$ cat src/rtl/serial_adder_pkg.sv
// Shared definitions for the bit-serial adder controller: state encoding,
// default operand width and the bit-counter width helper.
package serial_adder_pkg;

    typedef enum logic [1:0] {
        IDLE = 2'd0,
        RUN  = 2'd1,
        DONE = 2'd2
    } state_t;

    localparam int DEFAULT_WIDTH = 8;

    // A one-bit operand still needs a one-bit counter.
    function automatic int cnt_width(input int w);
        return (w <= 1) ? 1 : $clog2(w);
    endfunction

endpackage

$ cat src/rtl/fa_bit.sv
// Single-bit full adder cell, purely combinational; the serial controller
// time-multiplexes this one cell over every operand bit.
module fa_bit (
    input  logic a,
    input  logic b,
    input  logic cin,
    output logic sum,
    output logic carry
);

    assign sum   = a ^ b ^ cin;
    assign carry = (a & b) | (a & cin) | (b & cin);

endmodule

$ cat src/rtl/serial_adder_ctrl.sv
// Bit-serial adder controller: feeds one fa_bit cell LSB first, one bit per clock.
// Optional subtract mode (A-B, two's complement) under SERIAL_ADDER_SUB_EN.
module serial_adder_ctrl
    import serial_adder_pkg::*;
#(
    parameter int WIDTH = DEFAULT_WIDTH
) (
    input  logic             clk,
    input  logic             rst_n,
`ifdef SERIAL_ADDER_SUB_EN
    input  logic             sub,
`endif
    input  logic             start,
    input  logic [WIDTH-1:0] a,
    input  logic [WIDTH-1:0] b,
    input  logic             cin,
    output logic             busy,
    output logic             done,
    output logic [WIDTH-1:0] sum,
    output logic             cout,
    output state_t           state_dbg
);

    // Handshake: start is sampled only in IDLE; the accepting edge raises busy,
    // and done is a single-cycle pulse in the cycle after the last bit edge.

    localparam int CW = cnt_width(WIDTH);

    state_t           state, state_nx;
    logic [WIDTH-1:0] a_sh, b_sh, res_sh, res_next;
    logic [WIDTH-1:0] b_load;
    logic             c_load;
    logic             carry;
    logic [CW-1:0]    cnt;
    logic             last;
    logic             fa_s, fa_c;

    fa_bit u_fa (
        .a    (a_sh[0]),
        .b    (b_sh[0]),
        .cin  (carry),
        .sum  (fa_s),
        .carry(fa_c)
    );

`ifdef SERIAL_ADDER_SUB_EN
    // Subtract as A + ~B + 1, so cout=1 means no borrow.
    assign b_load = sub ? ~b : b;
    assign c_load = sub ? 1'b1 : cin;
`else
    assign b_load = b;
    assign c_load = cin;
`endif

    assign last = (cnt == CW'(WIDTH - 1));

    always_comb begin
        res_next            = res_sh >> 1;
        res_next[WIDTH-1]   = fa_s;
    end

    always_ff @(posedge clk or negedge rst_n) begin
        if (!rst_n) state <= IDLE;
        else        state <= state_nx;
    end

    always_comb begin
        state_nx = state;
        busy     = 1'b0;
        done     = 1'b0;
        case (state)
            IDLE: if (start) state_nx = RUN;
            RUN: begin
                busy = 1'b1;
                if (last) state_nx = DONE;
            end
            DONE: begin
                done     = 1'b1;
                state_nx = IDLE;
            end
            default: state_nx = IDLE;
        endcase
    end

    always_ff @(posedge clk or negedge rst_n) begin
        if (!rst_n) begin
            a_sh   <= '0;
            b_sh   <= '0;
            res_sh <= '0;
            carry  <= 1'b0;
            cnt    <= '0;
            sum    <= '0;
            cout   <= 1'b0;
        end else begin
            case (state)
                IDLE: if (start) begin
                    a_sh   <= a;
                    b_sh   <= b_load;
                    carry  <= c_load;
                    res_sh <= '0;
                    cnt    <= '0;
                end
                RUN: begin
                    a_sh   <= a_sh >> 1;
                    b_sh   <= b_sh >> 1;
                    carry  <= fa_c;
                    res_sh <= res_next;
                    cnt    <= cnt + CW'(1);
                    if (last) begin
                        sum  <= res_next;
                        cout <= fa_c;
                    end
                end
                default: ;
            endcase
        end
    end

    assign state_dbg = state;

endmodule
$ cat config.mk
export PLATFORM = sky130hd
export DESIGN_NAME = serial_adder_ctrl
export DESIGN_NICKNAME = d
export VERILOG_FILES = /design/src/rtl/serial_adder_pkg.sv /design/src/rtl/fa_bit.sv /design/src/rtl/serial_adder_ctrl.sv
export SDC_FILE = /design/constraint.sdc
export NUM_CORES = 1
export LEC_CHECK = 0
export CAP_MARGIN = 10
export CORE_MARGIN = 8
export CORE_UTILIZATION = 40
export DETAILED_ROUTE_END_ITERATION = 7
export GPL_TIMING_DRIVEN = 0
export REMOVE_ABC_BUFFERS = 1
export SLEW_MARGIN = 20
export SYNTH_ARGS = -nofsm -noshare
export SYNTH_HDL_FRONTEND = slang
export SYNTH_SLANG_ARGS = --single-unit
$ cat constraint.sdc
create_clock -name clk -period 1.6 [get_ports clk]
set_input_delay 0.32 -clock clk [delete_from_list [all_inputs] [get_ports clk]]
set_output_delay 0.32 -clock clk [all_outputs]
set_load 0.1 [all_outputs]
# --- After elaboration in Yosys (flattened, before gate mapping) ---
# Index checks and enable logic that the tools add are counted.
totals:
  register_bits: 39
  in_bits: 20
  out_inout_bits: 13
  wordCells: 41
op_classes:
  n_addsub: 1
  eq_ne: 5
  muxes: 15
  bitwise: 7
  n_reduce_logical: 5
ops:
  columns: ["operator", "count"]
  rows:
  - ["8-bit case mux with 2 select lines", 3]
  - ["8-bit two-way mux", 3]
  - ["3-bit case mux with 2 select lines", 1]
  - ["2-bit AND reduction", 3]
  - ["2-bit two-way mux", 2]
  - ["2-bit != test (second input constant)", 2]
  - ["2-bit case mux with 2 select lines", 1]
  - ["3-bit by 1-bit adder with 3-bit output (second input constant)", 1]
  - ["1-bit AND", 3]
  - ["3-bit equality test (second input constant)", 1]
  - ["1-bit two-way mux", 3]
  - ["3-bit two-way mux", 1]
  - ["2-bit by 1-bit equality test with 1-bit output (second input constant)", 1]
  - ["2-bit equality test (second input constant)", 1]
  - ["2-bit zero test", 1]
  - ["1-bit bitwise OR", 2]
  - ["1-bit case mux with 2 select lines", 1]
  - ["2-bit nonzero test", 1]
  - ["1-bit XOR", 2]

# --- Depth between registers and ports, before layout ---
# Gate-level depths: netlist (run 1).
depth:
  depth_word: 4
  depth_mapped: 5
  ltp_nobuf: 4

# --- Hierarchy ---
# Synthesis (run 1) repeated with hierarchy kept, for this count alone.
hier_totals:
  cells_unflattened: 129
  area_unflattened_um2: 1661.6
by_module_without_submodules:
  columns: ["mod", "instances", "cells_per_inst", "area_per_inst_um2", "seq_area_each_um2"]
  rows:
  - ["serial_adder_ctrl", 1, 128, 1641.6, 950.9]
  - ["fa_bit", 1, 1, 20.0, 0.0]

# --- Worst setup path before layout (run 1) ---
# Ideal clock, no wire load.
synth_timing:
  path_type: "reg-to-output"
  startpoint: "register state[1] (netlist: state_dbg[1])"
  endpoint: "output done"
  arrival_time_ps: 2779
  slack_ps: -1499
  path_stages_with_launch: 4
  path_buffers: 1
  path_cell_list: "dfrtp_1 -> inv_1 -> clkbuf_1 -> nor2_1"
synth_via:
  elab_chain_len: 2
synth_lines:
  columns: ["item", "line_no", "source"]
  rows:
  - ["start, declared", "serial_adder_ctrl.sv:29", "state_t state, state_nx;"]
  - ["start signal, assigned", "serial_adder_ctrl.sv:64", "else state <= state_nx;"]
  - ["2-bit equality test", "serial_adder_ctrl.sv:71", "case (state)"]
  - ["1-bit two-way mux", "serial_adder_ctrl.sv:71", null]
  - ["end, declared", "serial_adder_ctrl.sv:18", "output logic done,"]
# No other way between the ends.

# --- Worst setup path in the final report (run 1) ---
layout_timing:
  startpoint: "register state[1] (netlist: state_dbg[1])"
  endpoint: "output busy"
layout_via:
  elab_chain_len: 2
layout_lines:
  columns: ["item", "line_no", "source"]
  rows:
  - ["2-bit by 1-bit equality test with 1-bit output", "serial_adder_ctrl.sv:71", null]
  - ["1-bit two-way mux", "serial_adder_ctrl.sv:71", null]
  - ["end, declared", "serial_adder_ctrl.sv:17", "output logic busy,"]
# No other way between the ends.

==> results.toml, run 1 <==
[detailed_routing]
vias_per_cell = 5.53
routedWlPerCell_um = 15.9
drt-initial-drc-count = 49
dr.pass1.iters = 4
vias = 1233
routed_wl_mm = 3.55
postRouteAntennaNets = 0
post-route-drc-count = 0

[critical_path]
worstPathArrival_ps = 1220
startpoint = "state_dbg[1]"
start_kind = "register"
timing.rr.start = "cnt[0]"
crit_required_ps = 1280
crit_type = "register to output pin"
r2r_cells = 4
end_kind = "output pin"
reg2reg_to = "cout"
ff2ff_setup_slack_ps = 150
critPathCapture = "busy"
cp_max_fo = 11

[synth]
yosys_most_used_dff = "dfrtp_1"
synthTopCellsByCount = "38 x dfrtp_1, 26 x o22ai_1, 16 x a21oi_1"
ys.warnings.count = 0
synthArstFlopShare = 1.00
synth_cell_types = 23
synth_edf_count = 0
synth.most_common_cell = "dfrtp_1"
avgSynthCellArea_um2 = 12.2
synthTopCellsByArea = "dfrtp_1 57%, o22ai_1 9.8%, mux2_4 8.1%"
synth_top_area_share = 0.571
ys_seq_elements = 38
synth_top_cell_by_area = "dfrtp_1"
syn_inst = 137
ys_seq_area_frac = 0.571
netlist_area_um2 = 1670

[timing]
tightest_slew_ps = 716
period_share = 0.965
finalHoldViolations = 0
timing.fmax_mhz = 647
period_minus_slack_ps = 1540
setup_viol = 0
fin_worst_skew_ps = 3.49
slew_violations = 0
slew_headroom = 0.523

[finish]
area.growth.synth_to_final_pct = 30.6
multiInputGateArea_um2 = 648
drive_above_1_share = 0.260
antenna_cells = 0
fillers = 344
fin_nets = 195
instances_no_fill = 223
seq_area_um2 = 953

[place]
dpl.cell_count = 210
port_buffers = 32
globalplace.congestion = 0.735
dp_hpwl_mm = 2.42

[cts]
cts-buffers-inserted = 5
insertion_delay_ps = 290
clk_pin_slew_worst_paths_ps = 70
clock_path_buffers = 2
clock-sinks = 38
clockRootBuffer = "clkbuf_8"
cts_tree = "yes"
h-tree-depth = 2

[floorplan]
io_pins = 33
fp.dieArea_um2 = 6490
die_y_um = 80.6
initial_core_util = 0.417
coreArea_um2 = 4000
rows = 23
fp.dieW_um = 80.6

[global_route]
track_usage = 0.121
grt_start_max_net_pins = 30
antenna_found_initial = 0
gr-total-overflow = 0
grt_pass1_wl_mm = 6.13
grt_pass1_vias = 1308

[pwr]
total_power_mw = 4.97
peakVddDrop_v = 0.000759
p_per_area_nw_per_um2 = 2290
power_leakage_nw = 0.954

[run]
cap_violations = 0

[outcome]
status = "completed"

[hold_path]
holdCritPathClass = "input port to asynchronous set/reset pin"
-- critical path, stage by stage, from the launching register on --
cell	delay [ps]
dfrtp_2	460
nand2b_4	200
clkinv_8	100
buf_12	170
-- power by group --
group / switching, mW / leakage [nW] / internal, mW
Sequential: 0.337 / 0.462 / 1.40
Combinational: 1.64 / 0.444 / 0.913
Clock: 0.327 / 0.0482 / 0.348
-- sequential cells by signal (all words and copies together) (netlist names) --
signal / count
carry: 1
state_dbg: 2
a_sh: 8
res_sh: 7
cnt: 3
cout: 1
sum: 8
b_sh: 8
-- metrics by stage --
stage	TNS, ps	setup slack, ps	area [µm²]	hold slack [ps]	util
6_report	0	55.4	2180	432	0.544
2_1_floorplan	-22910	-1480	1600	24.4	-
3_5_place_dp	-20410	-1190	2000	207	0.500
5_1_grt	-4.26	-4.26	2180	445	0.544
3_3_place_gp	-44610	-1190	1990	486	0.496
4_1_cts	-119	-119	2140	432	0.535
-- worst min-delay path by stage --
stage	end	cells after the start
after global routing	cnt[0]	2
after global placement	cnt[0]	1
after floorplan	a_sh[0]	0
final	cnt[0]	2
after detailed placement	cnt[2]	1
after CTS	cnt[2]	2
-- logic make-up (layout without fill, tap and decap cells) --
logic type / after synthesis / after routing / share of synthesized area
mux: 9 / 9 / 0.0811
simple gates: 16 / 16 / 0.0586
buf+inv: 14 / 50 / 0.0503
fa+ha+maj: 3 / 3 / 0.0270
flops: 38 / 38 / 0.571
compound gates: 57 / 57 / 0.212
-- cells in the final DEF (no fill, tap or decap), types with 2 or more instances in the layout --
cell and instances:
buf_2 2, a21oi_1 16, buf_12 2, nor3_1 4, ha_1 2, clkbuf_8 6
dfrtp_2 2, inv_1 2, clkdlybuf4s50_1 17, nand2_1 3, clkdlybuf4s15_2 9, o21ai_0 5
dfrtp_1 36, o22ai_1 26, mux2_4 9, nor2_1 2, a22o_1 9, buf_4 5
-- per-layer routing --
layer,vias up,global-route usage,wire [µm]
met5,-,0,0
met1,610,0.144,1620
li1,582,-,-
met2,35,0.190,1640
met4,0,0.0545,59
met3,6,0.0469,224
-- cell type report --
cell class,count,area share
flip-flops and latches,38,0.438
clock buffers,7,0.0397
inverters,4,0.0144
multi-input cells,85,0.298
well taps,50,0.0288
repair buffers,38,0.179
clock inverters,1,0.00230
-- timing repair --
item | in CTS | in global routing
hold buffers | 1 | 0
setup endpoints to repair | 48 | 6
resized for setup | 61 | 4
endpoints found under the hold margin | 9 | 0
setup buffers | 1 | 3
pin swaps | 0 | 0
Note: power is estimated with default switching activity, not from simulation.
==> run 2, diff against run 1 <==
Settings changed: CTS_BUF_LIST from default to sky130_fd_sc_hd__clkbuf_16, SKIP_LAST_GASP from default to 1.
==> run 2 against run 1 <==
- clock-buffer cell count shrank 2
- clock power up 35%
- register-to-register slack hardly changed
- first-iteration DRC count is 82% higher
- sequential cell count stayed put
- hold slack better by 15 ps
- core utilization is 1.0 points higher
- sequential share of layout area fell by 0.79 points
==> results.toml, run 2 (synthesis gave the netlist of run 1 again) <==
[cts]
h-tree-depth = 2
clock-sinks = 38
cts-buffers-inserted = 5
cts_tree = "yes"
clock_path_buffers = 2
clk_pin_slew_worst_paths_ps = 50
clockRootBuffer = "clkbuf_16"
insertion_delay_ps = 280

[finish]
fin_area_um2 = 2220
top_regs = "a_sh: 8 flops, b_sh: 8 flops, sum: 8 flops"
final_common_cell = "dfrtp_1"
instances_no_fill = 223
area.growth.synth_to_final_pct = 33.0
fillers = 336
antenna_cells = 0
post-route-util = 0.554
drive_above_1_share = 0.249
final_cell_mix = "36 x dfrtp_1, 26 x o22ai_1, 17 x clkdlybuf4s50_1"
fin_nets = 195

[run]
cap_violations = 0

[critical_path]
crit_required_ps = 1280
reg2reg_to = "sum[4]"
crit_type = "register to output pin"
r2r_cells = 4
ff2ff_setup_slack_ps = 150
cp_max_fo = 11
cp_top_family = "flip-flops"
worstPathArrival_ps = 1230
end_kind = "output pin"
slowest_stage = "dfrtp_2"
cp.depth = 3
timing.rr.start = "cnt[0]"
crit_chain = "nand2b_4, inv_8, buf_12"
slowest_delay_ps = 450
crit_buf_inv = 2
start_kind = "register"

[timing]
slew_violations = 0
tns_ps = 0
timing.fmax_mhz = 644
period_minus_slack_ps = 1550
finalHoldViolations = 0
setup_viol = 0
slew_headroom = 0.530
fin_ws_ps = 46.9
finalHoldWorstSlack_ps = 448
tightest_slew_ps = 705
fin_worst_skew_ps = 3.15
period_share = 0.971
rsz0062_at_grt = "yes"

[place]
pre_cts_slack_ps = -1190
dpl.cell_count = 210
globalplace.congestion = 0.735
port_buffers = 32
place_area_um2 = 2000
dp_hpwl_mm = 2.42

[floorplan]
rows = 23
die_y_um = 80.6
coreArea_um2 = 4000
io_pins = 33
fp.dieArea_um2 = 6490
initial_core_util = 0.417
fp.dieW_um = 80.6

[pwr]
p_seq_frac = 0.334
total_power_mw = 5.22
p_sw_mw = 2.34
switching_share = 0.448
p_per_area_nw_per_um2 = 2360
peakVddDrop_v = 0.000832
p_int_mw = 2.88
clkPwrFrac = 0.175
combPwrFrac = 0.491
power_leakage_nw = 0.977

[outcome]
status = "completed"

[hold_path]
holdCritPathClass = "input port to asynchronous set/reset pin"

[detailed_routing]
routedWlPerCell_um = 16.0
vias_per_cell = 5.58
drt-initial-drc-count = 89
post-route-drc-count = 0
postRouteAntennaNets = 0
routed_wl_mm = 3.57
dr.pass1.iters = 4
vias = 1245

[global_route]
gr-total-overflow = 0
track_usage = 0.123
grt_pass1_wl_mm = 6.17
grt_pass1_vias = 1302
antenna_found_initial = 0
grt_start_max_net_pins = 30
## run 2: cell types whose count changed in the layout (fill, tap and decap cells not counted), sizes merged
cell | before | now
inv | 2 | 4
buf | 10 | 9
clkdlybuf4s15 | 9 | 10
clkbuf | 7 | 6
dlygate4sd2 | 1 | 0
## run 2: routing by layer
layer,vias up,GRT usage,share of wire
met5,-,0,0
li1,588,-,-
met2,39,0.190,0.46
met1,612,0.146,0.46
met3,6,0.0502,0.066
met4,0,0.0545,0.017
## run 2: how the worst max path moves through the flow
| stage | from | endpoint | slack [ps] |
|---|---|---|---|
| final | state_dbg[1] | busy | 50 |
| after global placement | state_dbg[0] | busy | -1190 |
| after global routing | state_dbg[1] | busy | -10 |
| after floorplan | state_dbg[1] | done | -1480 |
| after CTS | state_dbg[1] | busy | -160 |
| after detailed placement | state_dbg[0] | busy | -1190 |
## run 2: area by class of cell
cell class	count	area [µm²]	share of cell area
timing repair buffer	38	390	0.176
clock inverter	3	12.5	0.00565
multi-input combinational	85	646	0.291
clock buffer	5	125	0.0565
inverter	4	26.3	0.0119
tap	50	62.6	0.0282
sequential	38	953	0.430
## run 2: what timing repair did
item                                   CTS  global route
setup endpoints to repair               48             4
hold buffers                             1             0
endpoints found under the hold margin    9             0
gates resized for setup                 58             6
setup buffers                            1             3
## run 2: power by group through the flow
stage	combinational (mW)	sequential, mW	clock [mW]
detailed placement	2.49	1.75	0
global placement	2.44	1.73	0
global route	2.72	1.82	0.986
CTS	2.49	1.75	0.939
finish	2.56	1.74	0.912
floorplan	1.09	2.53	0
==> run 3, diff against run 2 <==
Settings changed: CORE_UTILIZATION 40 to 50, PLACE_DENSITY from default to 0.78, TNS_END_PERCENT from default to 5.
==> run 3 against run 2 <==
- the flow now finishes with violations (setup timing)
- die area down 16%
- fmax down 13%
- sequential share of layout area up 1.1 points
- critical path depth down 2
- global-route usage up 2.3 points
- final cell count down 4.0%
- combinational power down 4%
- first-iteration DRC count down 13%
- worst setup slack worse by 240 ps
- sequential power about the same
- core utilization up 11 points
==> results.toml, run 3 (synthesis gave the netlist of run 1 again) <==
[detailed_routing]
vias_per_cell = 5.66
dr.pass1.iters = 4
post-route-drc-count = 0
routedWlPerCell_um = 16.5
routed_wl_mm = 3.54
postRouteAntennaNets = 0
vias = 1211
drt-initial-drc-count = 77

[finish]
fin_nets = 192
top_regs = "a_sh: 8 flops, b_sh: 8 flops, sum: 8 flops"
antenna_cells = 0
final_common_cell = "dfrtp_1"
final_cell_mix = "36 x dfrtp_1, 26 x o22ai_1, 17 x clkdlybuf4s50_1"
fillers = 278
fin_area_um2 = 2160
drive_above_1_share = 0.185
area.growth.synth_to_final_pct = 29.7

[run]
cap_violations = 0

[critical_path]
start_kind = "register"
crit_required_ps = 1280
crit_buf_inv = 1
slowest_stage = "clkdlybuf4s15_1"
cp_top_family = "buffers and inverters"
end_kind = "output pin"
slowest_delay_ps = 830
worstPathArrival_ps = 1470
crit_chain = "clkdlybuf4s15_1"
cp_max_fo = 2
crit_type = "register to output pin"

[timing]
slew_headroom = 0.364
tightest_slew_ps = 958
period_share = 1.12
fin_ws_ps = -191
rsz0062_at_grt = "yes"
setup_viol = 24
finalHoldViolations = 0
fin_worst_skew_ps = 6.01
timing.fmax_mhz = 558
tns_ps = -2050
period_minus_slack_ps = 1790
slew_violations = 0

[cts]
clockRootBuffer = "clkbuf_16"
cts-buffers-inserted = 5
cts_tree = "yes"
clock-sinks = 38
insertion_delay_ps = 280
clk_pin_slew_worst_paths_ps = 50
clock_path_buffers = 2
h-tree-depth = 2

[global_route]
grt_pass1_wl_mm = 6.01
antenna_found_initial = 0
gr-total-overflow = 0
grt_start_max_net_pins = 21
grt_pass1_vias = 1308
track_usage = 0.146

[pwr]
p_per_area_nw_per_um2 = 2350
peakVddDrop_v = 0.000977
total_power_mw = 5.09
power_leakage_nw = 0.955

[place]
pre_cts_slack_ps = -1210
globalplace.congestion = 0.735
dp_hpwl_mm = 2.42
place_area_um2 = 2000
port_buffers = 32

[floorplan]
die_y_um = 73.7
rows = 21
fp.dieW_um = 73.7
coreArea_um2 = 3260
fp.dieArea_um2 = 5440
initial_core_util = 0.512
io_pins = 33

[outcome]
status = "finished with violations"
failed_checks = "setup timing"

[hold_path]
holdCritPathClass = "register to register"
## run 3: report_power, final
part	internal, mW	leakage (nW)	total (mW)	switching, mW
Clock	0.553	0.0632	0.887	0.334
Sequential	1.41	0.462	1.75	0.347
Combinational	0.823	0.430	2.45	1.62
Total	2.78	0.955	5.09	2.31
## run 3: metal layers
layer / vias up / GRT usage / wire length [µm]
li1: 575 / - / -
met1: 590 / 0.158 / 1530
met2: 40 / 0.240 / 1720
met3: 6 / 0.0641 / 239
met4: 0 / 0.0665 / 53
met5: - / 0 / 0
## run 3: what timing repair did
item | 4_1_cts | 5_1_grt
gates cloned | 0 | 0
pin swaps | 0 | 0
setup buffers | 1 | 0
hold endpoints to repair | 18 | 0
endpoints found under the setup margin | 47 | 26
hold buffers | 1 | 0
resized for setup | 43 | 1
## run 3: layout make-up
type	count	area (µm²)	area share
Sequential cell	38	953	0.441
Multi-Input combinational cell	85	643	0.298
Timing Repair Buffer	35	354	0.164
Clock buffer	5	125	0.0579
Tap cell	46	57.6	0.0266
Inverter	4	23.8	0.0110
Clock inverter	1	3.75	0.00174
## run 3: metrics by stage
stage | instances | utilization | hold slack [ps]
6_report | 214 | 0.663 | 501
5_1_grt | 214 | 0.663 | 508
3_5_place_dp | 206 | 0.615 | 291
3_3_place_gp | 205 | 0.608 | 487
2_1_floorplan | 127 | - | 24.4
4_1_cts | 214 | 0.665 | 503
## run 3: worst paths after layout
check | startpoint | end | slack, ps | cells after the start
max in group asynchronous | rst_n | state_dbg[0] | 620 | 3
min in group asynchronous | rst_n | sum[5] | 520 | 2
worst min-delay path | sum[2] | sum[2] | 500 | 1
worst max-delay path | sum[7] | sum[7] | -190 | 1
worst min register to register | sum[2] | sum[2] | 500 | 1
worst max register to register | state_dbg[1] | sum[2] | 140 | 4
